--- src/rtl/bcd_down_timer.sv ---
// rtl/bcd_down_timer.sv - loadable multi-digit BCD countdown timer with expiry pulse and optional auto-reload
module bcd_down_timer #(
    parameter int DIGITS      = 4,
    parameter bit AUTO_RELOAD = 1'b0
) (
    input  logic                CLK,
    input  logic                RST,
    input  logic                LOAD,
    input  logic [4*DIGITS-1:0] LOAD_VAL,
    input  logic                START,
    input  logic                EN,
    output logic [4*DIGITS-1:0] Q,
    output logic                BUSY,
    output logic                TC,
    output logic                DONE
);

    localparam int W = 4 * DIGITS;
    localparam logic [W-1:0] ONE = W'(1);

    typedef enum logic [1:0] {
        IDLE,
        RUN,
        EXPIRED
    } state_t;

    state_t         state_q, state_d;
    logic [W-1:0]   q_q, q_d;
    logic [W-1:0]   reload_q, reload_d;
    logic           done_q, done_d;
    logic [W-1:0]   load_clamped;
    logic [W-1:0]   q_dec;
    logic           borrow;

    // Clamp incoming digits to valid BCD and form the digit-wise BCD decrement of Q
    always_comb begin
        load_clamped = '0;
        q_dec        = '0;
        borrow       = 1'b1;
        for (int i = 0; i < DIGITS; i++) begin
            load_clamped[4*i +: 4] = (LOAD_VAL[4*i +: 4] > 4'd9) ? 4'd9 : LOAD_VAL[4*i +: 4];
            if (!borrow) begin
                q_dec[4*i +: 4] = q_q[4*i +: 4];
            end else if (q_q[4*i +: 4] == 4'd0) begin
                q_dec[4*i +: 4] = 4'd9;
            end else begin
                q_dec[4*i +: 4] = q_q[4*i +: 4] - 4'd1;
                borrow          = 1'b0;
            end
        end
    end

    // Next-state logic: LOAD beats START beats EN; a START that has no effect lets EN through
    always_comb begin
        state_d  = state_q;
        q_d      = q_q;
        reload_d = reload_q;
        done_d   = 1'b0;
        if (LOAD) begin
            q_d      = load_clamped;
            reload_d = load_clamped;
            state_d  = IDLE;
        end else if (START && (state_q == IDLE) && (q_q != '0)) begin
            state_d = RUN;
        end else if (START && (state_q == EXPIRED) && (reload_q != '0)) begin
            q_d     = reload_q;
            state_d = RUN;
        end else if (EN && (state_q == RUN)) begin
            if (q_q == ONE) begin
                done_d = 1'b1;
                if (AUTO_RELOAD) begin
                    q_d = reload_q;
                end else begin
                    q_d     = '0;
                    state_d = EXPIRED;
                end
            end else begin
                q_d = q_dec;
            end
        end
    end

    // State and datapath registers, updated on the falling clock edge
    always_ff @(negedge CLK or negedge RST) begin
        if (!RST) begin
            state_q  <= IDLE;
            q_q      <= '0;
            reload_q <= '0;
            done_q   <= 1'b0;
        end else begin
            state_q  <= state_d;
            q_q      <= q_d;
            reload_q <= reload_d;
            done_q   <= done_d;
        end
    end

    assign Q    = q_q;
    assign BUSY = (state_q == RUN);
    assign TC   = (q_q == '0);
    assign DONE = done_q;

endmodule
--- config.mk ---
export PLATFORM = sky130hd
export DESIGN_NAME = bcd_down_timer
export DESIGN_NICKNAME = d
export VERILOG_FILES = /design/src/rtl/bcd_down_timer.sv
export SDC_FILE = /design/constraint.sdc
export NUM_CORES = 1
export LEC_CHECK = 0
export BUFFER_PORTS_ARGS = -buffer_cell sky130_fd_sc_hd__clkbuf_2
export CAP_MARGIN = 25
export CORE_ASPECT_RATIO = 1.2
export CORE_MARGIN = 8
export CORE_UTILIZATION = 60
export DETAILED_ROUTE_END_ITERATION = 12
export PLACE_DENSITY = 0.84
export SETUP_SLACK_MARGIN = 0.2
export SYNTH_ARGS = -nofsm -noshare
export SYNTH_HDL_FRONTEND = slang
export SYNTH_SLANG_ARGS = --single-unit
--- constraint.sdc ---
create_clock -name CLK -period 6.3 [get_ports CLK]
set_input_delay 0.63 -clock CLK [delete_from_list [all_inputs] [get_ports CLK]]
set_output_delay 0.63 -clock CLK [all_outputs]
set_load 0.03 [all_outputs]
==> flow_summary.ini, run 1 <==
[status]
outcome = finished clean

[synth]
synth_area_leaders = sky130_fd_sc_hd__dfrtn_1, sky130_fd_sc_hd__ha_1, sky130_fd_sc_hd__o21ai_0, sky130_fd_sc_hd__nor2_1, sky130_fd_sc_hd__inv_1
mapped_nets = 279
ys_dominant_reg_cell = sky130_fd_sc_hd__dfrtn_1
synth-edff-count = 0
synth.yosys.warnings = 0
postSynth.asyncResetShare = 1.000
syn-mean-instance-area_sq_um = 9.244
synth.ff_latch_count = 35
cell_variety_after_synth = 64
yosys.area.top_type = sky130_fd_sc_hd__dfrtn_1
synth_top_area_frac = 0.3790
postSynthCellCount = 250
syn_std_cell_area_sq_mm = 0.002311
synth_sequential_area_ratio = 0.3790

[worst_hold_path]
min_path_type = reg2reg
timing.hold.worst_endpoint = reload_q[9]$_DFFE_NN0P_
worst_hold_path.num_cells = 1
hold_start = reload_q[9]$_DFFE_NN0P_

[detailed_routing]
detail_route.vias_per_cell = 6.235
drt.antenna.violating_nets = 0
initialDrtViolationCount = 217
post-route-drc-count = 0
wirelength_mm = 6.099
routed-via-count = 2120
first_pass_iters = 4
wl_per_cell_microns = 17.94

[global_route]
global_route.overflow_total = 0
grt_pass1_vias = 2220
globalRouteTotalUtil = 0.2055
wire_length_of_the_first_global_routing_pass_mm = 10.13
grt_max_degree = 36
initial_antenna_violation_count = 0

[place]
io_buffer_count = 39
place_congestion = 0.8720
place_hpwl_mm = 4.392
placedCellCount = 332

[critical_path]
capture_instance_of_the_worst_register_to_register_path = Q[13]$_DFFE_NN0P_
ff2ff_setup_slack_ns = 4.00
worstRegToRegCells = 7
worst_r2r_startpoint = Q[8]$_DFFE_NN0P_
cp_max_fo = 5
worst_setup_path_start_kind = flop
sort_of_element_at_the_end_of_the_critical_path = output pin
worst-endpoint-required_ns = 5.67
worst-endpoint-arrival_ns = 5.19
criticalPathCategory = reg2out

[sta]
timing.max_slew.rel_slack = 0.4174
whs_ns = 0.4808
fin_worst_skew_ns = 0.007647
maxSlewViolCount = 0
finalHoldViolCount = 0
setup_viol_count_final = 0
tightest_slew_ns = 0.8739
setup_repair_after_global_routing_missed_its_margin = false
tns_ns = 0

[die]
fp.dieW_microns = 72.66
initial_utilization = 0.6308
fp.dieH_microns = 83.99
top_level_ports = 40
rows = 24
die_area_sq_mm = 0.006102
design.core.area_sq_mm = 0.003664

[final_layout]
syn_to_layout_area_delta_pct = 12.99
finalCoreUtilization = 0.7128
final_cell_count_no_fill = 340
antenna-diode-count = 0
drive_gt1_frac = 0.2708
num-nets-final = 316

[flow_run]
max_cap_viol_count = 0

[clock_tree]
reg_clk_slew_reported_paths_ns = 0.05
cts-root-buf = sky130_fd_sc_hd__clkbuf_8
clock_path_buffers = 2
tritoncts.num_buffers = 5
cts_sinks = 35
postCtsHoldBufs = 0
cts.repair_timing.setup_buffer_count = 0
cts_tree = done
post_cts_resize_count = 0
cts.htree.levels = 2
clock_insertion_delay_worst_skew_ns = 0.31

[pwr]
cellPowerDensity_mw_per_mm2 = 252.0
vdd_drop_max_mv = 0.1536
p_leak_nw = 1.199
==> cells in the final DEF, fill, tap and decap left out, types with 3 or more instances in the layout <==
| cell | synthesis | final |
|---|---|---|
| sky130_fd_sc_hd__a21oi_1 | 9 | 9 |
| sky130_fd_sc_hd__a31oi_1 | 6 | 6 |
| sky130_fd_sc_hd__clkbuf_2 | 0 | 39 |
| sky130_fd_sc_hd__clkbuf_8 | 0 | 5 |
| sky130_fd_sc_hd__dfrtn_1 | 35 | 35 |
| sky130_fd_sc_hd__ha_1 | 8 | 8 |
| sky130_fd_sc_hd__inv_1 | 19 | 19 |
| sky130_fd_sc_hd__mux2_2 | 5 | 5 |
| sky130_fd_sc_hd__nand2_1 | 11 | 11 |
| sky130_fd_sc_hd__nand3_1 | 13 | 13 |
| sky130_fd_sc_hd__nand3b_1 | 4 | 4 |
| sky130_fd_sc_hd__nor2_1 | 20 | 20 |
| sky130_fd_sc_hd__nor2b_1 | 6 | 6 |
| sky130_fd_sc_hd__nor3_1 | 7 | 7 |
| sky130_fd_sc_hd__nor4_2 | 4 | 4 |
| sky130_fd_sc_hd__o21a_1 | 3 | 3 |
| sky130_fd_sc_hd__o21ai_0 | 20 | 20 |
| sky130_fd_sc_hd__o21bai_1 | 3 | 3 |
| sky130_fd_sc_hd__o22ai_1 | 5 | 5 |
| sky130_fd_sc_hd__o311a_1 | 3 | 3 |
| sky130_fd_sc_hd__o31ai_1 | 6 | 6 |
==> worst max-delay path, cell delays in order (launching register included) <==
cell and delay, ns:
sky130_fd_sc_hd__dfrtn_1 0.38, sky130_fd_sc_hd__inv_1 0.13, sky130_fd_sc_hd__ha_1 0.21, sky130_fd_sc_hd__nor3b_1 0.50
sky130_fd_sc_hd__nand3_1 0.14, sky130_fd_sc_hd__nor2_1 0.15, sky130_fd_sc_hd__clkbuf_2 0.23
==> metal layers <==
layer / share of wire / vias to the layer above / routed length (microns) / track usage
li1: - / 1006 / - / -
met1: 0.39 / 1010 / 2406 / 0.2195
met2: 0.50 / 89 / 3063 / 0.3467
met3: 0.079 / 15 / 483 / 0.06611
met4: 0.024 / 0 / 146 / 0.1058
met5: 0 / - / 0 / 0
==> Yosys cell counts (2+ instances only) <==
| cell type | instances |
|---|---|
| sky130_fd_sc_hd__nand2_2 | 2 |
| sky130_fd_sc_hd__clkbuf_1 | 8 |
| sky130_fd_sc_hd__o211ai_1 | 2 |
| sky130_fd_sc_hd__o21a_1 | 3 |
| sky130_fd_sc_hd__nand3b_1 | 4 |
| sky130_fd_sc_hd__nor2b_1 | 6 |
| sky130_fd_sc_hd__a211oi_1 | 2 |
| sky130_fd_sc_hd__nand2_1 | 11 |
| sky130_fd_sc_hd__mux2_2 | 5 |
| sky130_fd_sc_hd__and2_1 | 2 |
| sky130_fd_sc_hd__a221oi_1 | 2 |
| sky130_fd_sc_hd__o22ai_1 | 5 |
| sky130_fd_sc_hd__a31o_2 | 2 |
| sky130_fd_sc_hd__o311a_1 | 3 |
| sky130_fd_sc_hd__nor3_1 | 7 |
| sky130_fd_sc_hd__nor4_2 | 4 |
| sky130_fd_sc_hd__nor3b_4 | 2 |
| sky130_fd_sc_hd__inv_1 | 19 |
| sky130_fd_sc_hd__o21ai_0 | 20 |
| sky130_fd_sc_hd__and3b_1 | 2 |
| sky130_fd_sc_hd__o21bai_1 | 3 |
| sky130_fd_sc_hd__xnor2_1 | 2 |
| sky130_fd_sc_hd__ha_1 | 8 |
| sky130_fd_sc_hd__o31ai_1 | 6 |
| sky130_fd_sc_hd__a21o_1 | 2 |
| sky130_fd_sc_hd__o41ai_1 | 2 |
| sky130_fd_sc_hd__dfrtn_1 | 35 |
| sky130_fd_sc_hd__nor2_1 | 20 |
| sky130_fd_sc_hd__a21oi_1 | 9 |
| sky130_fd_sc_hd__nand3_1 | 13 |
| sky130_fd_sc_hd__a31oi_1 | 6 |
==> cell type report <==
type / count / area (sq um)
timing repair buffer: 40 / 202.7
fill: 326 / 1052
clock buffer: 7 / 76.32
sequential: 35 / 875.8
tap: 52 / 65.06
multi-input combinational: 186 / 1315
inverter: 19 / 71.32
clock inverter: 1 / 5.005
==> power by group <==
| part | switching (W) | internal (W) | total [W] |
|---|---|---|---|
| clock network | 0.0000873 | 0.0000776 | 0.000165 |
| registers | 0.0000353 | 0.000254 | 0.000289 |
| logic | 0.000123 | 0.0000808 | 0.000204 |
| total | 0.000246 | 0.000412 | 0.000658 |
==> sequential cells by signal, indices dropped and copies added, names as in the netlist <==
name,cells
Q,16
state_q,2
reload_q,16
DONE,1
==> kinds of logic after synthesis <==
kind of cell | synth area share
AO/OA/AOI/OAI | 0.2371
XOR/XNOR | 0.007581
adder cells (fa/ha/maj) | 0.04332
buffers and inverters | 0.05198
flip-flops | 0.3790
multiplexers | 0.03519
AND/OR/NAND/NOR | 0.2458
==> metrics by stage <==
step	power, W	cell area, sq um	worst slack (ns)
final	0.0006581	2611	0.4801
after global routing	0.0006881	2611	0.3644
after CTS	0.0006575	2611	0.5263
after detailed placement	0.0004950	2530	0.8487
after global placement	0.0004877	2530	0.9762
after floorplan	0.0004325	2311	0.7925
==> worst max path at each step <==
stage | from | cells past startpoint | to | slack, ns
after floorplan | Q[12]$_DFFE_NN0P_ | 5 | TC | 0.79
after global placement | Q[12]$_DFFE_NN0P_ | 6 | TC | 0.98
after detailed placement | Q[12]$_DFFE_NN0P_ | 6 | TC | 0.85
after CTS | Q[12]$_DFFE_NN0P_ | 6 | TC | 0.53
after global routing | Q[12]$_DFFE_NN0P_ | 6 | TC | 0.36
final | Q[12]$_DFFE_NN0P_ | 6 | TC | 0.48
No activity file was read; power rests on OpenSTA's default activity.
==> run 2: changes to the inputs <==
--- a/config.mk
+++ b/config.mk
@@ -5,6 +5,7 @@
 export SDC_FILE = /design/constraint.sdc
 export NUM_CORES = 1
 export LEC_CHECK = 0
+export ABC_AREA = 1
 export BUFFER_PORTS_ARGS = -buffer_cell sky130_fd_sc_hd__clkbuf_2
 export CAP_MARGIN = 25
 export CORE_ASPECT_RATIO = 1.2
==> constraint.sdc (replaced) <==
create_clock -name CLK -period 7.4 [get_ports CLK]
set_input_delay 0.74 -clock CLK [delete_from_list [all_inputs] [get_ports CLK]]
set_output_delay 0.74 -clock CLK [all_outputs]
set_load 0.03 [all_outputs]
==> run 2 against run 1 <==
Global-route usage decreased by 2.0 points. Final area decreased by 0.57%. Synthesized cell count is 34% higher. First-iteration DRC count shrank 35%. Routed wire length decreased by 12%. Non-clock buffer count fell by 1. Power increased by 25%. Sequential power down 3%. Sequential share of layout area grew 0.19 points. Hold slack worse by 0.025 ns. Critical path depth up 1. Sequential cell count did not move. Critical path type unchanged. Largest cell class unchanged.
==> flow_summary.ini, run 2 <==
[place]
io_buffer_count = 39
place_hpwl_mm = 3.956
placedCellCount = 419
place_congestion = 0.8553

[critical_path]
cp_max_fo = 5
worst-endpoint-required_ns = 6.66
criticalPathCategory = reg2out
ff2ff_setup_slack_ns = 5.43
worst-endpoint-arrival_ns = 5.55
worst_setup_path_start_kind = flop
sort_of_element_at_the_end_of_the_critical_path = output pin

[synth]
mapped_nets = 365
postSynth.asyncResetShare = 1.000
synth.yosys.warnings = 0
cell_variety_after_synth = 26
synth-edff-count = 0
synth_top_area_frac = 0.3834
syn_std_cell_area_sq_mm = 0.002285
synth.ff_latch_count = 35
postSynthCellCount = 336
ys_top_cells_by_count = sky130_fd_sc_hd__nand2_1, sky130_fd_sc_hd__dfrtn_1, sky130_fd_sc_hd__inv_1
syn-mean-instance-area_sq_um = 6.800
yosys.area.top_type = sky130_fd_sc_hd__dfrtn_1
synth_sequential_area_ratio = 0.3834
most_common_cell_in_the_netlist = sky130_fd_sc_hd__nand2_1
synth_area_leaders = sky130_fd_sc_hd__dfrtn_1, sky130_fd_sc_hd__nand2_1, sky130_fd_sc_hd__nand3_1, sky130_fd_sc_hd__inv_1, sky130_fd_sc_hd__nor2_1
ys_dominant_reg_cell = sky130_fd_sc_hd__dfrtn_1

[sta]
finalHoldViolCount = 0
tns_ns = 0
setup_repair_after_global_routing_missed_its_margin = false
setup_viol_count_final = 0
tightest_slew_ns = 0.9760
maxSlewViolCount = 0
timing.max_slew.rel_slack = 0.3486
fin_worst_skew_ns = 0.004077

[die]
initial_utilization = 0.6288
die_area_sq_mm = 0.006046
design.core.area_sq_mm = 0.003633
rows = 24
fp.dieH_microns = 83.60
top_level_ports = 40
fp.dieW_microns = 72.33

[final_layout]
drive_gt1_frac = 0.1653
layout_commonest_cell = sky130_fd_sc_hd__nand2_1
fillers = 316
layout_common_cells = sky130_fd_sc_hd__nand2_1, sky130_fd_sc_hd__clkbuf_2, sky130_fd_sc_hd__dfrtn_1, sky130_fd_sc_hd__inv_1, sky130_fd_sc_hd__nor2_1
syn_to_layout_area_delta_pct = 13.64
final_cell_count_no_fill = 427
antenna-diode-count = 0
num-nets-final = 403

[detailed_routing]
first_pass_iters = 5
highest_routed_layer = met4
detail_route.vias_per_cell = 5.276
post-route-drc-count = 0
met3WireLength_microns = 298
initialDrtViolationCount = 141
wl_per_cell_microns = 12.51
drt.antenna.violating_nets = 0
routed-via-count = 2253
wl_met2_mm = 2.591
wirelength_mm = 5.341
detail_route.wirelength.met1_mm = 2.327

[global_route]
globalRouteTotalUtil = 0.1858
grt_pass1_vias = 2101
initial_antenna_violation_count = 0
grt_max_degree = 36
global_route.overflow_total = 0
wire_length_of_the_first_global_routing_pass_mm = 9.218

[flow_run]
max_cap_viol_count = 0

[clock_tree]
cts-root-buf = sky130_fd_sc_hd__clkbuf_8
tritoncts.num_buffers = 5
cts.repair_timing.setup_buffer_count = 0
post_cts_resize_count = 0
cts_sinks = 35
clock_insertion_delay_worst_skew_ns = 0.29
postCtsHoldBufs = 0
cts_tree = done
reg_clk_slew_reported_paths_ns = 0.05
cts.htree.levels = 2
clock_path_buffers = 2

[status]
outcome = finished clean

[pwr]
p_leak_nw = 1.486
cellPowerDensity_mw_per_mm2 = 315.8
vdd_drop_max_mv = 0.1741

[worst_hold_path]
min_path_type = reg2reg
-- run 2: area by class of cell --
class / count / area [sq um] / share of cell area
clock buffer: 8 / 100.1 / 0.03855
inverter: 38 / 142.6 / 0.05494
multi-input combinational: 255 / 1217 / 0.4689
sequential: 35 / 875.8 / 0.3373
tap: 52 / 65.06 / 0.02506
timing repair buffer: 39 / 195.2 / 0.07518
-- run 2: worst max-delay path, cell delays in order, from the launching register on --
cell and delay (ns):
sky130_fd_sc_hd__dfrtn_1 0.38, sky130_fd_sc_hd__inv_1 0.13, sky130_fd_sc_hd__ha_1 0.17, sky130_fd_sc_hd__nand3_1 0.19, sky130_fd_sc_hd__nor2_1 0.23, sky130_fd_sc_hd__nand2_1 0.10
sky130_fd_sc_hd__nor2_1 0.13, sky130_fd_sc_hd__clkbuf_2 0.22
-- run 2: cells by family after synthesis --
group	synth area share
flip-flops	0.3834
XOR/XNOR	0.01150
AND/OR/NAND/NOR	0.4305
AO/OA/AOI/OAI	0.04710
buffers and inverters	0.08379
adder cells (fa/ha/maj)	0.04381
-- run 2: metal layers --
metal  GRT usage  vias up
li1            -     1142
met1      0.2181     1032
met2      0.3095       66
met3     0.04087       13
met4     0.08380        0
met5           0        -
-- run 2: final timing paths --
kind / from / end / cells past startpoint
max in group asynchronous: RST / reload_q[8]$_DFFE_NN0P_ / 1
worst min register to register: reload_q[2]$_DFFE_NN0P_ / reload_q[2]$_DFFE_NN0P_ / 2
worst max-delay path: Q[4]$_DFFE_NN0P_ / TC / 7
worst min-delay path: reload_q[2]$_DFFE_NN0P_ / reload_q[2]$_DFFE_NN0P_ / 2
min in group asynchronous: RST / reload_q[3]$_DFFE_NN0P_ / 1
worst max register to register: reload_q[9]$_DFFE_NN0P_ / Q[11]$_DFFE_NN0P_ / 10
-- run 2: per-stage QoR --
step                      utilization  cell area [sq um]  total power [W]  worst slack [ns]  hold WS [ns]
after floorplan                     -               2285        0.0005678             1.387        0.4296
after global placement         0.6870               2496        0.0006610             1.053        0.4491
after detailed placement       0.6870               2496        0.0006701            0.9898        0.4604
after CTS                      0.7145               2596        0.0008266             1.101        0.4627
after global routing           0.7145               2596        0.0008875            0.9509        0.4777
final                          0.7145               2596        0.0008198             1.110        0.4555
-- run 2: report_power, final --
| group | leakage, nW | internal, W | switching [W] |
|---|---|---|---|
| Clock | 0.0515 | 0.0000849 | 0.0000673 |
| Combinational | 0.993 | 0.000129 | 0.000258 |
| Sequential | 0.441 | 0.000236 | 0.0000439 |
| Total | 1.49 | 0.000450 | 0.000370 |
==> run 3: changes to the inputs <==
--- a/config.mk
+++ b/config.mk
@@ -10,9 +10,9 @@
 export CAP_MARGIN = 25
 export CORE_ASPECT_RATIO = 1.2
 export CORE_MARGIN = 8
-export CORE_UTILIZATION = 60
+export CORE_UTILIZATION = 51
 export DETAILED_ROUTE_END_ITERATION = 12
-export PLACE_DENSITY = 0.84
+export PLACE_DENSITY = 0.76
 export SETUP_SLACK_MARGIN = 0.2
 export SYNTH_ARGS = -nofsm -noshare
 export SYNTH_HDL_FRONTEND = slang
==> constraint.sdc (replaced) <==
create_clock -name CLK -period 5.7 [get_ports CLK]
set_input_delay 0.57 -clock CLK [delete_from_list [all_inputs] [get_ports CLK]]
set_output_delay 0.57 -clock CLK [all_outputs]
set_load 0.03 [all_outputs]
==> run 3 against run 2 <==
Combinational power rose by 31%. Critical path depth did not move. Sequential share of layout area fell by 0.097 points. Critical endpoint unchanged. Hold slack got worse by 0.0019 ns. Clock-buffer cell count fell by 2. Die area rose by 14%. Core utilization fell by 11 points. Cell count rose by 1.4%. Routed wire length rose by 5.8%.
==> flow_summary.ini, run 3 (synthesized netlist as in run 2, its figures left out) <==
[sta]
setup_repair_after_global_routing_missed_its_margin = false
tightest_slew_ns = 0.8781
timing.max_slew.rel_slack = 0.4146
setup_viol_count_final = 0
whs_ns = 0.4536
finalHoldViolCount = 0
tns_ns = 0
fin_worst_skew_ns = 0.002090
maxSlewViolCount = 0

[global_route]
globalRouteTotalUtil = 0.1702
grt_pass1_vias = 2158
grt_max_degree = 36
global_route.overflow_total = 0
wire_length_of_the_first_global_routing_pass_mm = 9.549
initial_antenna_violation_count = 0

[flow_run]
max_cap_viol_count = 0

[clock_tree]
cts_tree = done
cts.repair_timing.setup_buffer_count = 0
reg_clk_slew_reported_paths_ns = 0.05
cts_sinks = 35
clock_path_buffers = 2
tritoncts.num_buffers = 5
clock_insertion_delay_worst_skew_ns = 0.30
cts-root-buf = sky130_fd_sc_hd__clkbuf_8
cts.htree.levels = 2
postCtsHoldBufs = 0
post_cts_resize_count = 0

[die]
fp.dieH_microns = 89.32
design.core.area_sq_mm = 0.004294
fp.dieW_microns = 77.10
top_level_ports = 40
die_area_sq_mm = 0.006887
initial_utilization = 0.5321
rows = 26

[detailed_routing]
post-route-drc-count = 0
wirelength_mm = 5.653
drt.antenna.violating_nets = 0
wl_per_cell_microns = 13.06
initialDrtViolationCount = 159
detail_route.vias_per_cell = 5.208
routed-via-count = 2255
first_pass_iters = 4

[place]
place_congestion = 0.8423
place_hpwl_mm = 4.190
io_buffer_count = 39

[final_layout]
layout_commonest_cell = sky130_fd_sc_hd__nand2_1
fillers = 439
layout_common_cells = sky130_fd_sc_hd__nand2_1, sky130_fd_sc_hd__clkbuf_2, sky130_fd_sc_hd__dfrtn_1, sky130_fd_sc_hd__inv_1, sky130_fd_sc_hd__nor2_1
drive_gt1_frac = 0.1698
num-nets-final = 407
syn_to_layout_area_delta_pct = 13.97
antenna-diode-count = 0

[pwr]
p_leak_nw = 1.491
post-layout-total-power_w = 0.001043
vdd_drop_max_mv = 0.1875
cellPowerDensity_mw_per_mm2 = 400.4

[critical_path]
worst_setup_path_start_kind = flop
cp_max_fo = 5
sort_of_element_at_the_end_of_the_critical_path = output pin
worst-endpoint-arrival_ns = 4.64
criticalPathCategory = reg2out
worst-endpoint-required_ns = 5.13

[status]
outcome = finished clean

[worst_hold_path]
min_path_type = reg2reg
-- run 3: cell count changes in the layout (fill, tap and decap cells not counted) --
cell / delta
sky130_fd_sc_hd__buf_4: +4
sky130_fd_sc_hd__clkbuf_8: -2
-- run 3: per-stage QoR --
step / cells / worst slack (ns) / utilization / instance area [sq um]
finish: 433 / 0.4907 / 0.6064 / 2604
global route: 433 / 0.3636 / 0.6064 / 2604
CTS: 433 / 0.5086 / 0.6064 / 2604
detailed placement: 427 / 0.8382 / 0.5895 / 2531
global placement: 427 / 0.8613 / 0.5895 / 2531
floorplan: 336 / 0.7065 / - / 2285
-- run 3: layer usage --
metal	wire length, microns	vias up	GRT usage	share of wire
met1	2504	1040	0.1982	0.44
met3	348	11	0.03924	0.062
met2	2690	56	0.2931	0.48
met4	110	0	0.07904	0.019
li1	-	1148	-	-
met5	0	-	0	0
-- run 3: final timing paths --
kind | startpoint | end | slack [ns] | cells past startpoint
max in group asynchronous | RST | Q[15]$_DFFE_NN0P_ | 2.01 | 1
worst min register to register | reload_q[4]$_DFFE_NN0P_ | reload_q[4]$_DFFE_NN0P_ | 0.45 | 2
worst max register to register | reload_q[13]$_DFFE_NN0P_ | Q[12]$_DFFE_NN0P_ | 3.81 | 10
worst max-delay path | Q[12]$_DFFE_NN0P_ | TC | 0.49 | 7
min in group asynchronous | RST | reload_q[1]$_DFFE_NN0P_ | 3.11 | 1
worst min-delay path | reload_q[4]$_DFFE_NN0P_ | reload_q[4]$_DFFE_NN0P_ | 0.45 | 2
-- run 3: critical path, cell delays in order (launching register included) --
cell and delay (ns):
sky130_fd_sc_hd__dfrtn_1 0.37, sky130_fd_sc_hd__inv_1 0.13, sky130_fd_sc_hd__ha_1 0.16, sky130_fd_sc_hd__nand2_1 0.08
sky130_fd_sc_hd__nor2_2 0.25, sky130_fd_sc_hd__inv_1 0.16, sky130_fd_sc_hd__nor2_1 0.13, sky130_fd_sc_hd__clkbuf_2 0.21
-- run 3: where the power goes --
part           leakage [nW]  internal, W  total [W]  switching [W]
clock network        0.0371    0.0000815   0.000173      0.0000913
logic                  1.01     0.000169   0.000507       0.000338
registers             0.441     0.000306   0.000363      0.0000565
-- run 3: area by class of cell --
class	count	area (sq um)	share of cell area
multi-input combinational	255	1217	0.4676
sequential	35	875.8	0.3364
timing repair buffer	43	225.2	0.08650
inverter	38	142.6	0.05478
clock buffer	6	72.57	0.02787
tap	56	70.07	0.02691
